File: src/rtl/crc_mfsk_frame_link_pkg.sv
// Shared types and size helpers for the CRC framing / FSK symbol sequencing link.
package crc_fsk_pkg;

    typedef enum logic {
        TX_IDLE = 1'b0,
        TX_SEND = 1'b1
    } tx_state_t;

    typedef enum logic {
        RX_HUNT    = 1'b0,
        RX_COLLECT = 1'b1
    } rx_state_t;

    localparam logic [7:0] CRC_POLY_DEFAULT = 8'h07;

    function automatic int frame_w(input int data_w, input int crc_w);
        return data_w + crc_w;
    endfunction

    function automatic int n_sym(input int data_w, input int crc_w, input int sym_bits);
        return (data_w + crc_w) / sym_bits;
    endfunction

    // Width of a counter holding values 0..n-1.
    function automatic int cnt_w(input int n);
        return (n <= 2) ? 1 : $clog2(n);
    endfunction

endpackage

File: src/rtl/crc_mfsk_frame_link_crc_calc.sv
// Combinational MSB-first CRC: remainder of data*x^CRC_W mod poly, init 0, no output XOR.
module crc_calc
    import crc_fsk_pkg::*;
#(
    parameter int               DATA_W   = 8,
    parameter int               CRC_W    = 8,
    parameter logic [CRC_W-1:0] CRC_POLY = CRC_W'(CRC_POLY_DEFAULT)
) (
    input  logic [DATA_W-1:0] data_i,
    output logic [CRC_W-1:0]  crc_o
);

    logic [CRC_W-1:0] crc_v;
    logic             fb;

    always_comb begin
        crc_v = '0;
        fb    = 1'b0;
        for (int i = DATA_W - 1; i >= 0; i--) begin
            fb    = crc_v[CRC_W-1] ^ data_i[i];
            crc_v = crc_v << 1;
            if (fb) begin
                crc_v = crc_v ^ CRC_POLY;
            end
        end
        crc_o = crc_v;
    end

endmodule

File: src/rtl/crc_mfsk_frame_link.sv
// CRC framing engine: TX appends a CRC and sequences FSK symbols; RX reassembles and checks frames.
module crc_mfsk_frame_link
    import crc_fsk_pkg::*;
#(
    parameter int               DATA_W          = 8,
    parameter int               CRC_W           = 8,
    parameter logic [CRC_W-1:0] CRC_POLY        = CRC_W'(CRC_POLY_DEFAULT),
    parameter int               SYM_BITS        = 1,
    parameter int               SAMPLES_PER_SYM = 16
) (
    input  logic                sys_clk,
    input  logic                reset,
    input  logic                tx_valid,
    output logic                tx_ready,
    input  logic [DATA_W-1:0]   tx_data,
    output logic                tx_active,
    output logic                sym_strobe,
    output logic [SYM_BITS-1:0] tx_sym,
    input  logic                rx_sym_valid,
    input  logic [SYM_BITS-1:0] rx_sym,
    input  logic                rx_sof,
    output logic                rx_valid,
    output logic [DATA_W-1:0]   rx_data,
    output logic                rx_crc_ok,
    output logic [15:0]         rx_err_cnt
);

    localparam int FRAME_W = frame_w(DATA_W, CRC_W);
    localparam int N_SYM   = n_sym(DATA_W, CRC_W, SYM_BITS);
    localparam int SAMP_W  = cnt_w(SAMPLES_PER_SYM);
    localparam int SYMC_W  = cnt_w(N_SYM);
    localparam int RXC_W   = cnt_w(N_SYM + 1);

    // ---------------- TX ----------------
    tx_state_t           tx_state_q;
    logic [FRAME_W-1:0]  tx_shreg_q;
    logic [FRAME_W-1:0]  tx_shreg_d;
    logic [FRAME_W-1:0]  tx_code;
    logic [CRC_W-1:0]    tx_crc;
    logic [SAMP_W-1:0]   tx_samp_q;
    logic [SYMC_W-1:0]   tx_symc_q;
    logic                tx_strobe_q;
    logic [SYM_BITS-1:0] tx_sym_q;
    logic                tx_ready_q;
    logic                tx_samp_tc;
    logic                tx_last_sym;

    crc_calc #(
        .DATA_W  (DATA_W),
        .CRC_W   (CRC_W),
        .CRC_POLY(CRC_POLY)
    ) u_tx_crc (
        .data_i(tx_data),
        .crc_o (tx_crc)
    );

    assign tx_code     = {tx_data, tx_crc};
    assign tx_shreg_d  = tx_shreg_q << SYM_BITS;
    assign tx_samp_tc  = (tx_samp_q == SAMP_W'(SAMPLES_PER_SYM - 1));
    assign tx_last_sym = (tx_symc_q == SYMC_W'(N_SYM - 1));

    always_ff @(posedge sys_clk or negedge reset) begin
        if (!reset) begin
            tx_state_q  <= TX_IDLE;
            tx_shreg_q  <= '0;
            tx_samp_q   <= '0;
            tx_symc_q   <= '0;
            tx_strobe_q <= 1'b0;
            tx_sym_q    <= '0;
            tx_ready_q  <= 1'b1;
        end else begin
            case (tx_state_q)
                TX_IDLE: begin
                    tx_strobe_q <= 1'b0;
                    tx_sym_q    <= '0;
                    if (tx_valid && tx_ready_q) begin
                        tx_shreg_q  <= tx_code;
                        tx_samp_q   <= '0;
                        tx_symc_q   <= '0;
                        tx_strobe_q <= 1'b1;
                        tx_sym_q    <= tx_code[FRAME_W-1 -: SYM_BITS];
                        tx_ready_q  <= 1'b0;
                        tx_state_q  <= TX_SEND;
                    end
                end
                TX_SEND: begin
                    if (tx_samp_tc) begin
                        tx_samp_q <= '0;
                        if (tx_last_sym) begin
                            // The word just finished; a waiting word is taken on the IDLE cycle.
                            tx_strobe_q <= 1'b0;
                            tx_sym_q    <= '0;
                            tx_ready_q  <= 1'b1;
                            tx_state_q  <= TX_IDLE;
                        end else begin
                            tx_shreg_q  <= tx_shreg_d;
                            tx_symc_q   <= tx_symc_q + SYMC_W'(1);
                            tx_strobe_q <= 1'b1;
                            tx_sym_q    <= tx_shreg_d[FRAME_W-1 -: SYM_BITS];
                        end
                    end else begin
                        tx_samp_q   <= tx_samp_q + SAMP_W'(1);
                        tx_strobe_q <= 1'b0;
                    end
                end
                default: tx_state_q <= TX_IDLE;
            endcase
        end
    end

    assign tx_ready   = tx_ready_q;
    assign tx_active  = (tx_state_q == TX_SEND);
    assign sym_strobe = tx_strobe_q;
    assign tx_sym     = tx_sym_q;

    // ---------------- RX ----------------
    rx_state_t          rx_state_q;
    logic [FRAME_W-1:0] rx_shreg_q;
    logic [FRAME_W-1:0] rx_frame_d;
    logic [RXC_W-1:0]   rx_cnt_q;
    logic [RXC_W-1:0]   rx_cnt_d;
    logic               rx_take;
    logic               rx_done;
    logic [DATA_W-1:0]  rx_payload_d;
    logic [CRC_W-1:0]   rx_crc;
    logic               rx_match;
    logic               rx_valid_q;
    logic [DATA_W-1:0]  rx_data_q;
    logic               rx_ok_q;
    logic [15:0]        rx_err_q;

    // An SOF symbol always restarts the frame, whether hunting or mid-collect.
    always_comb begin
        rx_take    = rx_sym_valid && (rx_sof || (rx_state_q == RX_COLLECT));
        rx_frame_d = rx_sof ? FRAME_W'(rx_sym) : ((rx_shreg_q << SYM_BITS) | FRAME_W'(rx_sym));
        rx_cnt_d   = rx_sof ? RXC_W'(1) : (rx_cnt_q + RXC_W'(1));
        rx_done    = rx_take && (rx_cnt_d == RXC_W'(N_SYM));
    end

    assign rx_payload_d = rx_frame_d[FRAME_W-1 -: DATA_W];

    crc_calc #(
        .DATA_W  (DATA_W),
        .CRC_W   (CRC_W),
        .CRC_POLY(CRC_POLY)
    ) u_rx_crc (
        .data_i(rx_payload_d),
        .crc_o (rx_crc)
    );

    assign rx_match = (rx_crc == rx_frame_d[CRC_W-1:0]);

    always_ff @(posedge sys_clk or negedge reset) begin
        if (!reset) begin
            rx_state_q <= RX_HUNT;
            rx_shreg_q <= '0;
            rx_cnt_q   <= '0;
            rx_valid_q <= 1'b0;
            rx_data_q  <= '0;
            rx_ok_q    <= 1'b0;
            rx_err_q   <= '0;
        end else begin
            rx_valid_q <= 1'b0;
            if (rx_take) begin
                if (rx_done) begin
                    rx_state_q <= RX_HUNT;
                    rx_shreg_q <= '0;
                    rx_cnt_q   <= '0;
                    rx_valid_q <= 1'b1;
                    rx_data_q  <= rx_payload_d;
                    rx_ok_q    <= rx_match;
                    if (!rx_match && (rx_err_q != 16'hFFFF)) begin
                        rx_err_q <= rx_err_q + 16'd1;
                    end
                end else begin
                    rx_state_q <= RX_COLLECT;
                    rx_shreg_q <= rx_frame_d;
                    rx_cnt_q   <= rx_cnt_d;
                end
            end
        end
    end

    assign rx_valid   = rx_valid_q;
    assign rx_data    = rx_data_q;
    assign rx_crc_ok  = rx_ok_q;
    assign rx_err_cnt = rx_err_q;

endmodule

File: config.mk
export PLATFORM = sky130hd
export DESIGN_NAME = crc_mfsk_frame_link
export DESIGN_NICKNAME = d
export VERILOG_FILES = /design/src/rtl/crc_mfsk_frame_link_pkg.sv /design/src/rtl/crc_mfsk_frame_link_crc_calc.sv /design/src/rtl/crc_mfsk_frame_link.sv
export SDC_FILE = /design/constraint.sdc
export NUM_CORES = 1
export LEC_CHECK = 0
export ABC_AREA = 1
export CAP_MARGIN = 20
export CORE_MARGIN = 2
export CORE_UTILIZATION = 25
export DETAILED_ROUTE_END_ITERATION = 8
export PLACE_DENSITY = 0.39
export SKIP_CTS_REPAIR_TIMING = 1
export SLEW_MARGIN = 10
export SYNTH_ARGS = -nofsm -noshare
export SYNTH_HDL_FRONTEND = slang
export SYNTH_SLANG_ARGS = --single-unit
File: constraint.sdc
create_clock -name sys_clk -period 3.1 [get_ports sys_clk]
set_input_delay 0.62 -clock sys_clk [delete_from_list [all_inputs] [get_ports sys_clk]]
set_output_delay 0.62 -clock sys_clk [all_outputs]
set_load 0.01 [all_outputs]
After elaboration in Yosys (flattened, before gate mapping)
Index checks and enable logic that the tools add are counted.
{ "op_classes": {"n_eq_ne": 9, "addsub": 4, "bitwise": 30, "reduce_logical": 10, "n_mux": 47} }
{ "ops": {"columns": ["cell", "count"], "rows": [
  ["$mux 15", 4],
  ["$mux 3", 16],
  ["$not 3->3", 14],
  ["$pmux 15 s2", 1],
  ["$add 16x1->16 const B", 1],
  ["$mux 16", 1],
  ["$mux 4", 4],
  ["$ne 16x16->1 const B", 1],
  ["$or 16x1->16", 1],
  ["$pmux 4 s2", 2],
  ["$mux 1", 13],
  ["$mux 5", 2],
  ["$xor 1x1->1 const A", 10],
  ["$reduce_and 3->1", 3],
  ["$add 4x1->4 const B", 2],
  ["$eq 4x4->1 const B", 2],
  ["$eq 8x8->1", 1],
  ["$pmux 1 s2", 4],
  ["$add 5x1->5 const B", 1],
  ["$eq 5x5->1 const B", 1],
  ["$logic_and 1x1->1", 4],
  ["$ne 2x1->1 const B", 2],
  ["$ne 2x2->1 const B", 2],
  ["$xor 1x1->1", 4],
  ["4 further kinds", 4]
]} }
{ "word_totals": {"reg_bits": 74, "elab_cells": 114, "in_bits": 14, "output_inout_bits": 30} }

Logic depth before layout (Yosys ltp)
{ "depth": {"word_depth": 21, "ltp_mapped": 17, "ltp_nobuf": 15} }

Modules after synthesis
From an unflattened synthesis, not the netlist that was laid out.
{ "hier_totals": {"cells_unflattened": 557, "hier_area_um2": 4212.8} }
{ "by_module_without_submodules": {"columns": ["mod", "n_inst", "cells_each", "seq_area_each_um2", "area_per_inst_um2"], "rows": [
  ["crc_mfsk_frame_link", 1, 473, 1853.0, 3774.9],
  ["crc_calc", 2, 42, 0.0, 219.0]
]} }

Worst setup path after synthesis
Ideal clock, no wire load.
{ "synth_path": {"path_type": "input to register", "start": "input port rx_sof", "end": "register rx_err_q[5] (netlist: rx_err_cnt[5])", "slack_ps": 1172, "required_ps": 2982, "setup_time_ps": 118, "arrival_ps": 1810, "path_buffers": 2, "stages": 11, "path_cell_list": "inv_2 > buf_6 > nand2_2 > o21ai_0 > xor2_1 > nand3_1 > nor2_2 > nand2_4 > buf_2 > nand4_1 > nand2_1"} }
{ "synth_via": {"elab_chain_len": 11, "elab_cells_between_ends": 32, "classes_between": "eq/ne (2); mux (10); bitwise (14); reduce/logical (6)"} }
{ "synth_rtl": {"columns": ["item", "line", "rtl"], "rows": [
  ["start, declared", "crc_mfsk_frame_link.sv:21", "input logic rx_sof,"],
  ["$mux 16", "crc_mfsk_frame_link.sv:135", "rx_frame_d = rx_sof ? FRAME_W'(rx_sym) : ((rx_shreg_q << SYM_BITS) | FRAME_W'(rx_sym));"],
  ["$xor 1x1->1", "crc_mfsk_frame_link_crc_calc.sv:20", "fb = crc_v[CRC_W-1] ^ data_i[i];"],
  ["$mux 3", "crc_mfsk_frame_link_crc_calc.sv:22", "if (fb) begin"],
  ["$not 3->3 (no source line)", null, null],
  ["$mux 3", "crc_mfsk_frame_link_crc_calc.sv:22", null],
  ["$not 3->3 (no source line)", null, null],
  ["$mux 3", "crc_mfsk_frame_link_crc_calc.sv:22", null],
  ["$eq 8x8->1", "crc_mfsk_frame_link.sv:151", "assign rx_match = (rx_crc == rx_frame_d[CRC_W-1:0]);"],
  ["$logic_not 1->1", "crc_mfsk_frame_link.sv:172", "if (!rx_match && (rx_err_q != 16'hFFFF)) begin"],
  ["$logic_and 1x1->1", "crc_mfsk_frame_link.sv:172", null],
  ["$reduce_and 3->1 (no source line) (*)", null, null],
  ["end signal, assigned", "crc_mfsk_frame_link.sv:173", "rx_err_q <= rx_err_q + 16'd1;"],
  ["end, declared", "crc_mfsk_frame_link.sv:130", "logic [15:0] rx_err_q;"]
]} }
Mark *: on every way between the ends. The rest lies on a longest branch, timed or not.
A chain may end at the register's enable or synchronous reset.

Final worst setup path
{ "layout_path": {"start": "input port rx_sof", "end": "register rx_err_q[7] (netlist: rx_err_cnt[7])"} }
The elaborated chain is that of the path after synthesis.

==> results_dict.tcl <==
set metrics [dict create \
    synth_top_family_by_area "simple AND/OR/NAND/NOR gates" \
    end_kind "register" \
    reg2reg_slack_ps 990 \
    path_cells "clkdlybuf4s50_1 -> inv_2 -> nand2_1 -> nand2_1 -> nand2_1 -> xnor2_1 -> nand2_1 -> nand3_1 -> nor2_2 -> nand2_4 -> nand3_4 -> nand2_1 -> nand2_1" \
    fp-row-count 46 \
    cts_buffers 9 \
    ys_ff_latch 74 \
    die_w_um 130 \
    cp.arrival_ps 2830 \
    grt-ovfl-total 0 \
    rr_endpoint "rx_err_cnt[7]$_DFFE_PN0P_" \
    ys_types 35 \
    clock_path_buffers 2 \
    grt_max_degree 75 \
    fmax_mhz 384 \
    mostFrequentLayoutCells "nand2_1, dfrtp_1, nand3_1" \
    min_path_type "in -> async" \
    area_delta_synth_final_pct 24.3 \
    io_buffers 43 \
    worstPathRequired_ps 3330 \
    cp_slowest_stage_delay_ps 430 \
    fin_nets 573 \
    fin_crit_sh 0.840 \
    leakagePower_nw 2.23 \
    powerDensity_nw_per_um2 568 \
    wl_mm 10.0 \
    cp-start-kind "input port" \
    via_per_inst 4.51 \
    synth_compound_area_frac 0.0983 \
    ant_nets 0 \
    cp_max_fo 21 \
    synth_adder_area_share 0.0126 \
    cts.root.buffer_cell "clkbuf_16" \
    slew_violations 0 \
    synthXorXnorAreaFrac 0.0573 \
    first_pass_iters 4 \
    reg2reg_from "rx_err_cnt[0]$_DFFE_PN0P_" \
    netlist_area_um2 3970 \
    syn_nets 524 \
    cp_slowest_cell "clkdlybuf4s50_1" \
    path_clk_slew_ps 50 \
    ys_seq_area_frac 0.466 \
    cts-htree-levels 3 \
    wl_per_cell_um 12.9 \
    ff2ff_path_depth 8 \
    grt_pass1_vias 3472 \
    tns_ps 0 \
    drc 0 \
    die_h_um 130 \
    regArea_um2 1850 \
    syn_inst 506 \
    num_io_pins 44 \
    synth_top_cells_by_area "dfrtp_1, nand2_1, nand3_1" \
    synth.top_cell.area_share 0.460 \
    dp_hpwl_mm 6.94 \
    tightest_slew_ps 973 \
    ir_drop_v 0.000282 \
    globalRouteTotalUtil 0.131 \
    cts_tree "built" \
    synth_top_area_cell "dfrtp_1" \
    final_common_cell "nand2_1" \
    rsz0062_at_grt "no" \
    synthMuxAreaShare 0 \
    antenna_found_initial 0 \
    fp.coreArea_um2 15700 \
    multiInputGateArea_um2 1840 \
    maxCapViolCount 0 \
    avgSynthCellArea_um2 7.85 \
    relSlewSlack 0.351 \
    synthSimpleGateAreaFrac 0.295 \
    clk_latency_ps 340 \
    cts_sinks 74 \
    hold_viol_final 0 \
    gp_congestion 0.782 \
    setup_viol 0 \
    outcome "finished, final reports clean" \
    initial_core_util 0.253 \
    drt_iter0_drc 288 \
    grt_first_pass_wirelength_mm 17.4 \
    fillerInstances 1689 \
    critPathMostFrequentCell "nand2_1" \
    path_class "in -> reg" \
    diodes 0 \
    drive_above_1_share 0.0714 \
    fin_skew_ps 5.62 \
    ys_warn_count 0 \
    period_needed_ps 2600 \
    hold_ws_ps 439 \
    die_area_um2 16900 \
    dr_total_vias 3502 \
]
per-stage QoR:
stage | power [mW] | instances | util | setup slack (ps) | cell area (um2)
5_1_grt | 3.01 | 776 | 0.314 | 195 | 4940
3_5_place_dp | 1.86 | 760 | 0.297 | 129 | 4670
4_1_cts | 2.86 | 776 | 0.314 | 501 | 4940
2_1_floorplan | 1.67 | 506 | - | 1170 | 3970
3_3_place_gp | 1.85 | 760 | 0.297 | 150 | 4670
6_report | 2.80 | 776 | 0.314 | 496 | 4940
worst max-delay path, delay by kind of cell:
family | cells | cell delay (ps)
buffers and inverters | 2 | 730
xor gates and xnor gates | 1 | 230
and+or+nand+nor | 10 | 1210
synthesized netlist by cell type:
cell	instances
o31ai_1	1
a31oi_1	9
nand3b_1	1
nor3_1	2
dfrtp_1	73
buf_2	5
nand3_1	50
a21oi_1	9
nand2_2	5
nand4_1	21
xor2_1	12
inv_2	2
or2_2	1
o211ai_1	2
nor4_1	1
nand2_1	137
o32ai_1	2
a22oi_1	1
clkinv_1	2
a22o_1	1
ha_1	4
xnor2_1	14
o221ai_1	1
o22ai_1	15
inv_1	45
dfstp_2	1
clkbuf_1	9
buf_6	2
o21ai_0	25
nand3_4	1
o21ai_1	1
nand2_4	1
nor2_1	46
nor2_2	2
buf_4	2
power by group:
group,internal (mW),switching (mW),total (mW)
Sequential,1.15,0.119,1.27
Clock,0.561,0.407,0.967
Combinational,0.247,0.318,0.565
Total,1.96,0.844,2.80
state kept, by name, summed over array words and instances (netlist names), 4 cells and up:
signal / count
tx_symc_q: 4
rx_shreg_q: 15
rx_err_cnt: 16
tx_shreg_q: 15
rx_data: 8
tx_samp_q: 4
rx_cnt_q: 5
layout make-up:
class / count / area share
well taps: 216 / 0.0547
inverters: 49 / 0.0373
clock inverters: 3 / 0.00304
multi-input cells: 365 / 0.373
flip-flops and latches: 74 / 0.375
repair buffers: 56 / 0.106
clock buffers: 13 / 0.0507
worst max path at each step:
stage,from,to,slack (ps),depth (start not counted)
final,rx_sof,rx_err_cnt[7]$_DFFE_PN0P_,500,13
after global routing,rx_sof,rx_err_cnt[10]$_DFFE_PN0P_,190,16
after CTS,rx_sof,rx_err_cnt[13]$_DFFE_PN0P_,500,13
after detailed placement,rx_sof,rx_err_cnt[13]$_DFFE_PN0P_,130,13
after global placement,rx_sof,rx_err_cnt[15]$_DFFE_PN0P_,150,13
after floorplan,rx_sof,rx_err_cnt[5]$_DFFE_PN0P_,1170,11
metal layers:
metal	GRT usage	share of wire	up-vias	wire length, um
met1	0.183	0.50	1634	5040
met3	0.0262	0.035	19	355
met5	0	0	-	0
li1	-	-	1773	-
met2	0.194	0.44	76	4400
met4	0.0633	0.025	0	247
logic make-up after synthesis:
group                    Yosys count
XOR/XNOR                          26
adder cells (fa/ha/maj)            4
AO/OA/AOI/OAI                     67
buffers and inverters             67
AND/OR/NAND/NOR                  268
flip-flops                        74
(Power assumes the default switching activity.)
